<file path="config.mk">
export PLATFORM = sky130hd
export DESIGN_NAME = digit_entry
export DESIGN_NICKNAME = d
export VERILOG_FILES = /design/src/rtl/io_pkg.sv /design/src/rtl/key_debounce.sv /design/src/rtl/digit_entry.sv
export SDC_FILE = /design/constraint.sdc
export NUM_CORES = 1
export LEC_CHECK = 0
export CAP_MARGIN = 30
export CORE_MARGIN = 1.5
export CORE_UTILIZATION = 40
export CTS_BUF_LIST = sky130_fd_sc_hd__clkbuf_16
export CTS_CLUSTER_DIAMETER = 30
export DETAILED_ROUTE_END_ITERATION = 7
export SLEW_MARGIN = 20
export SYNTH_ARGS = -nofsm -noshare
export SYNTH_HDL_FRONTEND = slang
export SYNTH_SLANG_ARGS = --single-unit
</file>
<file path="constraint.sdc">
create_clock -name clock -period 7.8 [get_ports clock]
set_input_delay 1.56 -clock clock [delete_from_list [all_inputs] [get_ports clock]]
set_output_delay 1.56 -clock clock [all_outputs]
set_load 0.005 [all_outputs]
</file>
<file path="src/rtl/io_pkg.sv">
`default_nettype none
// ============================================================================
// Module   : io_pkg
// Purpose  : Shared types and constants for the operator numeric-input port.
//            FSM state encoding, BCD digit width, accumulator width and the
//            saturation limit of the binary result, plus the x10+digit step
//            used by the sequential BCD-to-binary conversion.
// Ports    : none (package)
// Revision : 1.0 - initial release
// ============================================================================
package io_pkg;

   typedef enum logic [1:0] {
      IDLE = 2'd0,
      CONV = 2'd1,
      DONE = 2'd2
   } state_t;

   localparam int BCD_W     = 4;
   localparam int ACC_W     = 10;
   localparam int MAX_VALUE = 255;

   localparam logic [BCD_W-1:0] MAX_DIGIT = 4'd9;

   // One Horner step: acc*10 + digit, built from shifts.
   function automatic logic [ACC_W-1:0] acc_step(input logic [ACC_W-1:0] acc,
                                                 input logic [BCD_W-1:0] digit);
      return (acc << 3) + (acc << 1) + ACC_W'(digit);
   endfunction

endpackage
`default_nettype wire

</file>
<file path="src/rtl/key_debounce.sv">
`default_nettype none
// ============================================================================
// Module   : key_debounce
// Purpose  : Synchronises and debounces one active-low push key and emits a
//            one-cycle press pulse on each accepted 1->0 transition.
// Ports    : clock  - system clock
//            resetn - asynchronous active-low reset
//            key_n  - raw, bouncy, asynchronous key (active-low)
//            level  - accepted (debounced) key level, 1 = released
//            press  - one-cycle pulse when the accepted level falls
// Revision : 1.0 - initial release
// ============================================================================
module key_debounce #(
   parameter int DEBOUNCE_CYCLES = 500000,
   parameter int CNT_W           = 19
) (
   input  logic clock,
   input  logic resetn,
   input  logic key_n,
   output logic level,
   output logic press
);

   localparam logic [CNT_W-1:0] C_LAST = CNT_W'(DEBOUNCE_CYCLES - 1);

   logic             r_sync1;
   logic             r_sync2;
   logic             r_level;
   logic             r_press;
   logic [CNT_W-1:0] r_cnt;

   // Synchroniser idles high so a released key produces no event out of reset.
   always_ff @(posedge clock or negedge resetn) begin
      if (!resetn) begin
         r_sync1 <= 1'b1;
         r_sync2 <= 1'b1;
      end else begin
         r_sync1 <= key_n;
         r_sync2 <= r_sync1;
      end
   end

   // The counter only runs while the synced level disagrees with the accepted
   // level, so any bounce back to the accepted level restarts the window.
   always_ff @(posedge clock or negedge resetn) begin
      if (!resetn) begin
         r_level <= 1'b1;
         r_cnt   <= '0;
         r_press <= 1'b0;
      end else begin
         r_press <= 1'b0;
         if (r_sync2 == r_level) begin
            r_cnt <= '0;
         end else if (r_cnt == C_LAST) begin
            r_level <= r_sync2;
            r_cnt   <= '0;
            r_press <= ~r_sync2;
         end else begin
            r_cnt <= r_cnt + 1'b1;
         end
      end
   end

   assign level = r_level;
   assign press = r_press;

endmodule
`default_nettype wire

</file>
<file path="src/rtl/digit_entry.sv">
`default_nettype none
// ============================================================================
// Module   : digit_entry
// Purpose  : Operator numeric input. ENTER shifts a BCD switch digit into a
//            three-digit entry register and starts a 3-cycle BCD-to-binary
//            conversion; the saturated 8-bit result is offered to the CPU
//            through a valid/read handshake. CLEAR resets the entry.
// Ports    : clock, resetn         - clock, asynchronous active-low reset
//            sw[3:0]               - BCD digit from the slide switches
//            key_enter_n           - raw ENTER key (active-low)
//            key_clear_n           - raw CLEAR key (active-low)
//            value_read            - CPU read pulse, consumes the result
//            value[7:0]            - converted (saturated) binary value
//            value_valid           - value holds an unread result
//            overflow              - last conversion exceeded 255
//            bcd[11:0]             - entry register {hundreds, tens, ones}
// Revision : 1.0 - initial release
// ============================================================================
module digit_entry
   import io_pkg::*;
#(
   parameter int DEBOUNCE_CYCLES = 500000,
   parameter int CNT_W           = 19
) (
   input  logic        clock,
   input  logic        resetn,
   input  logic [3:0]  sw,
   input  logic        key_enter_n,
   input  logic        key_clear_n,
   input  logic        value_read,
   output logic [7:0]  value,
   output logic        value_valid,
   output logic        overflow,
   output logic [11:0] bcd
);

   logic             w_enter_level;
   logic             w_clear_level;
   logic             w_enter_press;
   logic             w_clear_press;
   logic [1:0]       w_unused_levels;

   state_t           r_state;
   state_t           w_next_state;
   logic             w_start;
   logic             w_in_conv;
   logic             w_in_done;

   logic [11:0]      r_bcd;
   logic [ACC_W-1:0] r_acc;
   logic [1:0]       r_idx;
   logic [7:0]       r_value;
   logic             r_valid;
   logic             r_overflow;
   logic [BCD_W-1:0] w_digit;
   logic             w_enter_ok;

   key_debounce #(
      .DEBOUNCE_CYCLES (DEBOUNCE_CYCLES),
      .CNT_W           (CNT_W)
   ) u_enter (
      .clock  (clock),
      .resetn (resetn),
      .key_n  (key_enter_n),
      .level  (w_enter_level),
      .press  (w_enter_press)
   );

   key_debounce #(
      .DEBOUNCE_CYCLES (DEBOUNCE_CYCLES),
      .CNT_W           (CNT_W)
   ) u_clear (
      .clock  (clock),
      .resetn (resetn),
      .key_n  (key_clear_n),
      .level  (w_clear_level),
      .press  (w_clear_press)
   );

   // Only the press pulses drive behaviour; the levels are kept for debug.
   assign w_unused_levels = {w_enter_level, w_clear_level};

   // CLEAR wins over a simultaneous ENTER. The switches are only sampled on
   // an ENTER event, long after the operator has set them, so no sync stage.
   assign w_enter_ok = w_enter_press & ~w_clear_press & (sw <= MAX_DIGIT);

   // ---------------- FSM: state register ----------------
   always_ff @(posedge clock or negedge resetn) begin
      if (!resetn) r_state <= IDLE;
      else         r_state <= w_next_state;
   end

   // ---------------- FSM: next state ----------------
   always_comb begin
      w_next_state = r_state;
      case (r_state)
         IDLE:    if (w_enter_ok) w_next_state = CONV;
         CONV:    if (r_idx == 2'd2) w_next_state = DONE;
         DONE:    w_next_state = IDLE;
         default: w_next_state = IDLE;
      endcase
      if (w_clear_press) w_next_state = IDLE;
   end

   // ---------------- FSM: outputs ----------------
   always_comb begin
      w_start   = 1'b0;
      w_in_conv = 1'b0;
      w_in_done = 1'b0;
      case (r_state)
         IDLE:    w_start   = w_enter_ok;
         CONV:    w_in_conv = 1'b1;
         DONE:    w_in_done = 1'b1;
         default: ;
      endcase
   end

   // Hundreds first, so the Horner step builds the value left to right.
   always_comb begin
      case (r_idx)
         2'd0:    w_digit = r_bcd[11:8];
         2'd1:    w_digit = r_bcd[7:4];
         default: w_digit = r_bcd[3:0];
      endcase
   end

   // ---------------- Datapath and handshake ----------------
   always_ff @(posedge clock or negedge resetn) begin
      if (!resetn) begin
         r_bcd      <= '0;
         r_acc      <= '0;
         r_idx      <= '0;
         r_value    <= '0;
         r_valid    <= 1'b0;
         r_overflow <= 1'b0;
      end else if (w_clear_press) begin
         r_bcd      <= '0;
         r_acc      <= '0;
         r_idx      <= '0;
         r_value    <= '0;
         r_valid    <= 1'b0;
         r_overflow <= 1'b0;
      end else begin
         if (w_start) begin
            r_bcd <= {r_bcd[7:0], sw};
            r_acc <= '0;
            r_idx <= '0;
         end
         if (w_in_conv) begin
            r_acc <= acc_step(r_acc, w_digit);
            r_idx <= r_idx + 2'd1;
         end
         // A fresh result takes priority over a same-cycle read so it is
         // never silently marked as consumed.
         if (w_in_done) begin
            r_valid <= 1'b1;
            if (r_acc > ACC_W'(MAX_VALUE)) begin
               r_value    <= 8'(MAX_VALUE);
               r_overflow <= 1'b1;
            end else begin
               r_value    <= r_acc[7:0];
               r_overflow <= 1'b0;
            end
         end else if (value_read) begin
            r_valid <= 1'b0;
         end
      end
   end

   assign value       = r_value;
   assign value_valid = r_valid;
   assign overflow    = r_overflow;
   assign bcd         = r_bcd;

endmodule
`default_nettype wire

</file>
==> metrics, run 1 <==
RSZ-0062 raised after global routing=no; Clk pwr share=0.509; top cell type's share of synthesized area=0.4741; switching power total=180.9 µW; Switching Fraction=0.1949; CTS Root Cell=clkbuf_16; overall routing resource usage=0.1631; Routed WL=7500 µm; largest net degree at the start of global routing=57; final instance area=4812 µm²; CP startpoint kind=register; worst-path cell chain=inv_1 -> ha_1 -> nor2_1 -> a21oi_1 -> fa_1 -> inv_1 -> ha_1 -> a211oi_1 -> nor3_1 -> o21ai_0 -> a21oi_1 -> o31ai_1; Crit path max-delay family=compound AO/OA/AOI/OAI gates; clock buffer count from CTS=9; CORE AREA=9729 µm²; share of cells above drive strength 1=0.07390; WL/cell=13.25 µm; crit path kind=register to register; worst skew pair latency=0.33 ns; setup slack at placement=4.380 ns; final period demand of the worst path=between 3 and 4 ns; die area=between 10000 and 15000 µm²; Die X=103.1 µm; Seq/Total Area, Yosys=0.5134; CTS clk-pin slew, worst paths=about 0.060 ns; 1st-iter DRT viols=about 140; number of global-route vias before repair=2827; DRC viols=0; CP bufs+invs=2; # Post-CTS Setup Buffers=0; top_reg_cell synth=dfrtp_1; Chip Height=around 100 µm; Syn Inst Count=393; Layout Skew=0.006789 ns; final count of hold timing violations=0; # resized after CTS=0; worst path required time=around 8.0 ns; part of the power in combinational logic=0.025; total grt overflow=0; Hold Crit Class=register to register; Synth cell types=46; most frequent cells in the layout=81 x nor2_1, 76 x dfrtp_1, 29 x clkdlybuf4s50_1; Area Overhead vs Synth=19.96%; Total Power=just over 900 µW; maximum fanout along the worst path=5; worst relative slew slack=0.4860; clock buffer depth=2; gpl congestion=0.7671; Fin Setup TNS=0 ns; First-pass DRT Iterations=4; antenna cells=0; pwr/cell area=approximately 190 nW/µm²; most common cell after layout, fill and taps aside=nor2_1; Pint=between 700 and 800 µW; Starting Density=0.4123; Flop pwr share=0.467; antenna viol nets, final=0; WP data arrival=3.32 ns; row cnt=36; final worst slack=4.710 ns; detailed placement HPWL=5190 µm; slew of the pin with the lowest slew margin=0.7688 ns; Post-Syn Area=between 4000 and 5000 µm²; main area contributors after synthesis=dfrtp_1 47%, nor2_1 7.6%, ha_1 5.9%; Reg2Reg Setup Slack=around 4.7 ns; r2r endpoint=r_acc[9]; clock sinks=82; Yosys reg bits=82; outcome=finished clean; hold buffers post-CTS=0; vias per cell=~4.9; Mapped Avg Cell Area=slightly above 10 µm²; CTS tree=done; CP startpoint=r_idx[0]; leakage power=2.228 nW; Syn. warnings=0; via total after detailed routing=2797; area leader, netlist=dfrtp_1; crit share post-route=0.3962; WP depth=12; Mapped Nets=423; Worst setup EP type=register; Nets=approximately 460; Hold WS=0.3548 ns; number of synthesized flops with an enable pin=0; count of final max-slew check failures=0; first-pass GRT wire length=13280 µm; Async SR Flop Fraction=1.000; CP Capture Point=r_acc[9]; initial antenna violation count=0; Fill cells=912; # port buffers=30; IO Pins=31; H-Tree Depth=3; slowest cell delay on critical path=around 0.48 ns; Peak VDD IR=about 120 µV; # setup viols final=0; Crit-path slowest cell=fa_1; Critical R2R Launch=r_idx[0]; area post-placement=4463 µm²; Peak Freq=roughly 320 MHz; max_cap viols=0; worst reg2reg path depth=12
==> power by group through the flow <==
stage | Combinational [mW] | Clock (mW) | Sequential, mW
floorplan | 0.00926 | 0 | 0.440
global placement | 0.0222 | 0 | 0.441
detailed placement | 0.0241 | 0 | 0.441
CTS | 0.0242 | 0.487 | 0.433
global route | 0.0272 | 0.506 | 0.434
finish | 0.0229 | 0.472 | 0.433
==> logic make-up (layout without fill, tap and decap cells) <==
logic type | count (synthesis) | count (layout) | synth area share
multiplexers | 14 | 14 | 0.03556
AND/OR/NAND/NOR | 172 | 172 | 0.2015
buffers and inverters | 23 | 63 | 0.02589
flip-flops | 82 | 82 | 0.5134
AO/OA/AOI/OAI | 39 | 39 | 0.06269
XOR/XNOR | 42 | 42 | 0.09170
adder cells (fa/ha/maj) | 21 | 21 | 0.06925
==> worst reg2reg max path, stage by stage, from the launching register on <==
cell	delay [ns]
dfrtp_1	0.39
inv_1	0.08
ha_1	0.27
nor2_1	0.23
a21oi_1	0.13
fa_1	0.49
inv_1	0.06
ha_1	0.31
a211oi_1	0.39
nor3_1	0.10
o21ai_0	0.22
a21oi_1	0.11
o31ai_1	0.22
==> layout make-up <==
type	instances	area, µm²	share of cell area
Timing Repair Buffer	34	355.3	0.07384
Clock buffer	9	225.2	0.04680
Tap cell	133	166.4	0.03458
Sequential cell	82	2059	0.4280
Inverter	13	48.80	0.01014
Multi-Input combinational cell	288	1848	0.3840
Clock inverter	7	108.9	0.02262
==> Yosys cell counts (all sizes together) (2+ instances only) <==
library cell / n
nand2: 28
buf: 5
mux2: 2
and3: 4
or2: 2
clkbuf: 5
a21oi: 6
ha: 19
o21ai: 13
a21o: 3
inv: 13
a22o: 6
dfrtp: 76
nor2: 82
xor2: 18
fa: 2
mux2i: 12
o21bai: 2
nor3: 14
nand4: 7
nand2b: 2
and3b: 2
nand3: 15
a22oi: 2
dfstp: 6
a211oi: 3
nor2b: 3
and2: 2
nor4: 4
xnor2: 24
and4: 2
==> per-layer routing <==
metal  wire length, µm  up-vias  GRT usage
met1              3657     1356     0.2122
met5                 0        -          0
met4               111        0    0.05925
li1                  -     1407          -
met3               141        9    0.03458
met2              3590       25     0.2692
==> metrics by stage <==
stage,cells,utilization
after detailed placement,549,0.4587
after global placement,548,0.4559
after floorplan,393,-
after CTS,565,0.4931
final,566,0.4946
after global routing,566,0.4946
==> worst min path at each step <==
stage | cells after the start | endpoint | from | slack, ns
after CTS | 0 | u_clear.r_sync2 | u_clear.r_sync1 | 0.36
after global placement | 0 | u_enter.r_sync2 | u_enter.r_sync1 | 0.35
after detailed placement | 0 | u_clear.r_sync2 | u_clear.r_sync1 | 0.35
after global routing | 0 | u_clear.r_sync2 | u_clear.r_sync1 | 0.36
after floorplan | 0 | u_clear.r_sync2 | u_clear.r_sync1 | 0.35
final | 0 | u_clear.r_sync2 | u_clear.r_sync1 | 0.35
==> sequential cells by signal, summed over array words and instances, names as in the netlist <==
| name | cells |
|---|---|
| r_idx | 2 |
| r_state | 2 |
| u_enter.r_sync1 | 1 |
| r_acc | 10 |
| u_enter.press | 1 |
| u_clear.press | 1 |
| bcd | 12 |
| u_clear.level | 1 |
| u_enter.level | 1 |
| u_clear.r_sync2 | 1 |
| u_enter.r_sync2 | 1 |
| overflow | 1 |
| value_valid | 1 |
| u_clear.r_sync1 | 1 |
| u_enter.r_cnt | 19 |
| u_clear.r_cnt | 19 |
| value | 8 |
Note: power is estimated with default switching activity, not from simulation.
==> run 2: changes to the inputs <==
- clock period: 7.8 -> 3.2 ns (I/O delays scaled with it)
==> run 2 against run 1 <==
Hold slack got worse by 0.093 ns. Flip-flop and latch count stayed put. Via count up 2.1%. Non-clock buffer count grew 1. Design area decreased by 0.52%. Global-route usage grew 0.63 points. Combinational power rose by 150%. Critical path depth stayed put. Critical endpoint is now r_acc[8].
==> metrics, run 2 (synthesized netlist as in run 1, its figures left out) <==
outcome=finished clean; placed cells=550 (+0.18%); most frequent cells in the layout=80 x nor2_1, 76 x dfrtp_1, 29 x clkdlybuf4s50_1; total grt overflow=0 (unchanged); most common cell after layout, fill and taps aside=nor2_1; WL/cell=13.77 µm (+3.9%); Chip Height=103.1 µm (unchanged); CORE AREA=9729 µm² (unchanged); Layout Skew=0.005774 ns (-0.001016 ns); Die X=103.1 µm (unchanged); CP startpoint kind=register; area post-placement=4471 µm² (+0.17%); max_cap viols=0 (unchanged); final worst slack=0.2559 ns (-4.454 ns); Nets=459 (+0.22%); worst skew pair latency=0.33 ns (about the same); Crit path max-delay family=adder cells; antenna cells=0 (unchanged); DRC viols=0 (unchanged); Peak VDD IR=220.9 µV (+77%); worst path required time=3.45 ns (-4.58 ns); H-Tree Depth=3 (unchanged); slowest cell delay on critical path=0.49 ns (about the same); gpl congestion=0.8061 (+5.1%); maximum fanout along the worst path=5 (unchanged); First-pass DRT Iterations=4 (unchanged); first-pass GRT wire length=13930 µm (+4.9%); row cnt=36 (unchanged); worst relative slew slack=0.5696 (+0.08362); final instance area=4787 µm² (-0.52%); # setup viols final=0 (unchanged); slew of the pin with the lowest slew margin=0.6456 ns (-0.1233 ns); Total Power=2.118 mW (+130%); # Post-CTS Setup Buffers=0 (unchanged); antenna viol nets, final=0 (unchanged); CTS Root Cell=clkbuf_16; count of final max-slew check failures=0 (unchanged); final count of hold timing violations=0 (unchanged); clock buffer depth=2 (unchanged); pwr/cell area=442.4 nW/µm² (+130%); share of cells above drive strength 1=0.08756 (+0.01365); worst-path cell chain=inv_1 -> ha_1 -> nor2_2 -> a21oi_1 -> fa_1 -> inv_1 -> fa_1 -> a21o_1 -> a211oi_1 -> o21bai_1 -> xnor2_1 -> o21ai_0; number of global-route vias before repair=2976 (+5.3%); fin util=0.4920 (-0.002572); Fin Setup TNS=0 ns (unchanged); Area Overhead vs Synth=19.34%; initial antenna violation count=0 (unchanged); Peak Freq=339.7 MHz (+5.0%); leakage power=2.213 nW (-0.64%); Hold Crit Class=primary input to async pin; CP bufs+invs=2 (unchanged); Routed WL=7809 µm (+4.1%); post-route insts no fill=567 (+0.18%); final period demand of the worst path=2.944 ns (-0.1462 ns); # port buffers=30 (unchanged); clock sinks=82 (unchanged); die area=10640 µm² (unchanged); WP data arrival=3.19 ns (-0.13 ns); setup slack at placement=0.2101 ns (-4.170 ns); overall routing resource usage=0.1694 (+0.006298); Crit-path slowest cell=fa_1; clock buffer count from CTS=9 (unchanged); via total after detailed routing=2856 (+2.1%); detailed placement HPWL=5439 µm (+4.8%); IO Pins=31 (unchanged); 1st-iter DRT viols=101 (-26%); Starting Density=0.4123 (unchanged); Hold WS=0.2618 ns (-0.09298 ns); Worst setup EP type=register; CTS clk-pin slew, worst paths=0.06 ns (about the same); crit share post-route=0.9200 (+0.5238); RSZ-0062 raised after global routing=no; CTS tree=done; crit path kind=register to register; vias per cell=5.037 (+1.9%); largest net degree at the start of global routing=48 (-16%)
[run 2: path summary, 6_finish.rpt]
kind,start,to,slack [ns],cells past startpoint
setup / recovery,r_idx[0],r_acc[8],0.26,12
min in group clock,u_enter.r_sync1,u_enter.r_sync2,0.36,0
hold / removal,resetn,r_acc[9],0.26,1
hold reg to reg,u_enter.r_sync1,u_enter.r_sync2,0.36,0
max in group asynchronous,resetn,u_clear.level,2.28,2
setup reg to reg,r_idx[0],r_acc[8],0.26,12
[run 2: per-layer routing]
layer,vias to the layer above,share of wire,GRT usage
met5,-,0,0
met4,0,0.018,0.07173
met3,14,0.022,0.02780
met2,31,0.49,0.2829
met1,1411,0.47,0.2184
li1,1400,-,-
[run 2: final cells by class]
class	count	area [µm²]
Timing Repair Buffer	35	362.8
Multi-Input combinational cell	288	1856
Sequential cell	82	2059
Tap cell	133	166.4
Clock inverter	7	68.82
Fill cell	929	4942
Clock buffer	9	225.2
Inverter	13	48.80
[run 2: timing repair]
| item | 4_1_cts | 5_1_grt |
|---|---|---|
| setup endpoints to repair | 0 | 3 |
| hold buffers | 0 | 0 |
| gates resized for setup | 0 | 3 |
| endpoints found under the hold margin | 0 | 0 |
[run 2: power by group]
group,internal [mW],switching [mW],leakage [nW]
Clock,0.602,0.403,0.142
Sequential,1.05,0.00840,1.05
Combinational,0.0203,0.0361,1.03
Total,1.67,0.448,2.21
==> run 3: changes to the inputs <==
- CORE_UTILIZATION: 40 -> 55
- PLACE_DENSITY: not set -> 0.76
- TNS_END_PERCENT: not set -> 10
==> run 3 against run 2 <==
Die area is 27% lower. Routed wire length is 3.4% lower. Flip-flop and latch count stayed put. Sequential share of layout area is 0.55 points higher. Fmax hardly changed. Sequential power hardly changed. Count of clock-buffer cells in the layout stayed put. Critical endpoint unchanged. Largest cell class unchanged.
==> metrics, run 3 (synthesized netlist as in run 1, its figures left out) <==
antenna cells=0 (unchanged); worst path required time=3.45 ns (about the same); worst relative slew slack=0.4191 (-0.1505); WP data arrival=3.20 ns (about the same); total grt overflow=0 (unchanged); outcome=finished clean; overall routing resource usage=0.2194 (+0.05005); final count of hold timing violations=0 (unchanged); H-Tree Depth=3 (unchanged); Peak VDD IR=322.6 µV (+46%); first-pass GRT wire length=13100 µm (-5.9%); gpl congestion=0.8394 (+4.1%); share of cells above drive strength 1=0.08314 (-0.004417); Peak Freq=339.4 MHz (about the same); Starting Density=0.5808 (+0.1685); maximum fanout along the worst path=5 (unchanged); WL/cell=14.26 µm (+3.5%); CP startpoint kind=register; largest net degree at the start of global routing=55 (+15%); row cnt=30 (-17%); Layout Skew=0.007338 ns (+0.001565 ns); CTS clk-pin slew, worst paths=0.06 ns (about the same); Nets=458 (-0.22%); Area Overhead vs Synth=17.84%; clock sinks=82 (unchanged); RSZ-0062 raised after global routing=no; leakage power=2.200 nW (-0.62%); Worst setup EP type=register; Hold Crit Class=primary input to async pin; number of global-route vias before repair=2865 (-3.7%); IO Pins=31 (unchanged); First-pass DRT Iterations=4 (unchanged); most frequent cells in the layout=80 x nor2_1, 76 x dfrtp_1, 29 x clkdlybuf4s50_1; vias per cell=5.371 (+6.6%); crit path kind=register to register; CORE AREA=6907 µm² (-29%); antenna viol nets, final=0 (unchanged); Fin Setup TNS=0 ns (unchanged); Fill cells=558 (-40%); # port buffers=30 (unchanged); slew of the pin with the lowest slew margin=0.8713 ns (+0.2258 ns); clock buffer count from CTS=9 (unchanged); pwr/cell area=450.4 nW/µm² (+1.8%); crit share post-route=0.9209 (about the same); post-route insts no fill=529 (-6.7%); most common cell after layout, fill and taps aside=nor2_1; Chip Height=88.40 µm (-14%); max_cap viols=0 (unchanged); CTS tree=done; Die X=88.40 µm (-14%); initial antenna violation count=0 (unchanged); worst skew pair latency=0.34 ns (about the same); detailed placement HPWL=5035 µm (-7.4%); Routed WL=7543 µm (-3.4%); final period demand of the worst path=2.947 ns (+0.002663 ns); clock buffer depth=2 (unchanged); 1st-iter DRT viols=106 (+5.0%); # setup viols final=0 (unchanged); CTS Root Cell=clkbuf_16; via total after detailed routing=2841 (-0.53%); placed cells=513 (-6.7%); count of final max-slew check failures=0 (unchanged); die area=7815 µm² (-27%); DRC viols=0 (unchanged); # Post-CTS Setup Buffers=0 (unchanged)
==> run 3: per-layer routing <==
metal,vias up,track usage,part of all wire
met2,45,0.3609,0.50
met1,1387,0.2857,0.46
met4,0,0.07670,0.014
met3,10,0.05317,0.029
met5,-,0,0
li1,1399,-,-
==> run 3: what timing repair did <==
action                                  CTS  global route
hold endpoints to repair                  0             0
endpoints found under the setup margin    0             3
gates resized for setup                   0             2
hold buffers                              0             0
==> run 3: final cells by class <==
| cell class | count | area, µm² | share of cell area |
|---|---|---|---|
| multi-input cells | 288 | 1856 | 0.3925 |
| well taps | 96 | 120.1 | 0.02541 |
| flip-flops and latches | 82 | 2059 | 0.4357 |
| repair buffers | 34 | 347.8 | 0.07358 |
| inverters | 13 | 48.80 | 0.01032 |
| clock buffers | 9 | 225.2 | 0.04764 |
| clock inverters | 7 | 70.07 | 0.01482 |
==> run 3: power breakdown <==
group | internal, mW | switching [mW] | leakage, nW | total, mW
combinational | 0.0203 | 0.0358 | 1.02 | 0.0561
sequential | 1.05 | 0.00803 | 1.05 | 1.06
clock | 0.601 | 0.416 | 0.135 | 1.02
==> run 3: worst paths after layout <==
path	slack (ns)	endpoint	from	depth (start not counted)
worst max-delay path	0.25	r_acc[8]	r_idx[0]	12
worst min-delay path	0.22	bcd[6]	resetn	1
worst max register to register	0.25	r_acc[8]	r_idx[0]	12
worst min register to register	0.35	u_enter.r_sync2	u_enter.r_sync1	0
max in group asynchronous	2.33	u_clear.level	resetn	2
min in group clock	0.35	u_enter.r_sync2	u_enter.r_sync1	0
==> run 3: critical path, cell delays in order (launching register included) <==
cell      delay, ns
dfrtp_1        0.38
inv_1          0.08
ha_1           0.26
nor2_2         0.17
a21oi_1        0.12
fa_1           0.50
inv_1          0.07
fa_1           0.46
a21o_1         0.21
a211oi_1       0.22
o21bai_1       0.11
xnor2_1        0.12
o21ai_0        0.15
==> run 3: metrics by stage <==
| step | hold WS (ns) | util | setup slack (ns) | cell area, µm² | total power, mW |
|---|---|---|---|---|---|
| after floorplan | 0.3444 | - | 0.4499 | 4011 | 1.096 |
| after global placement | 0.3468 | 0.6366 | 0.3418 | 4397 | 1.127 |
| after detailed placement | 0.3468 | 0.6406 | 0.2165 | 4424 | 1.133 |
| after CTS | 0.2387 | 0.6833 | 0.1801 | 4720 | 2.142 |
| after global routing | 0.2475 | 0.6844 | 0.07477 | 4727 | 2.208 |
| final | 0.2183 | 0.6844 | 0.2532 | 4727 | 2.129 |
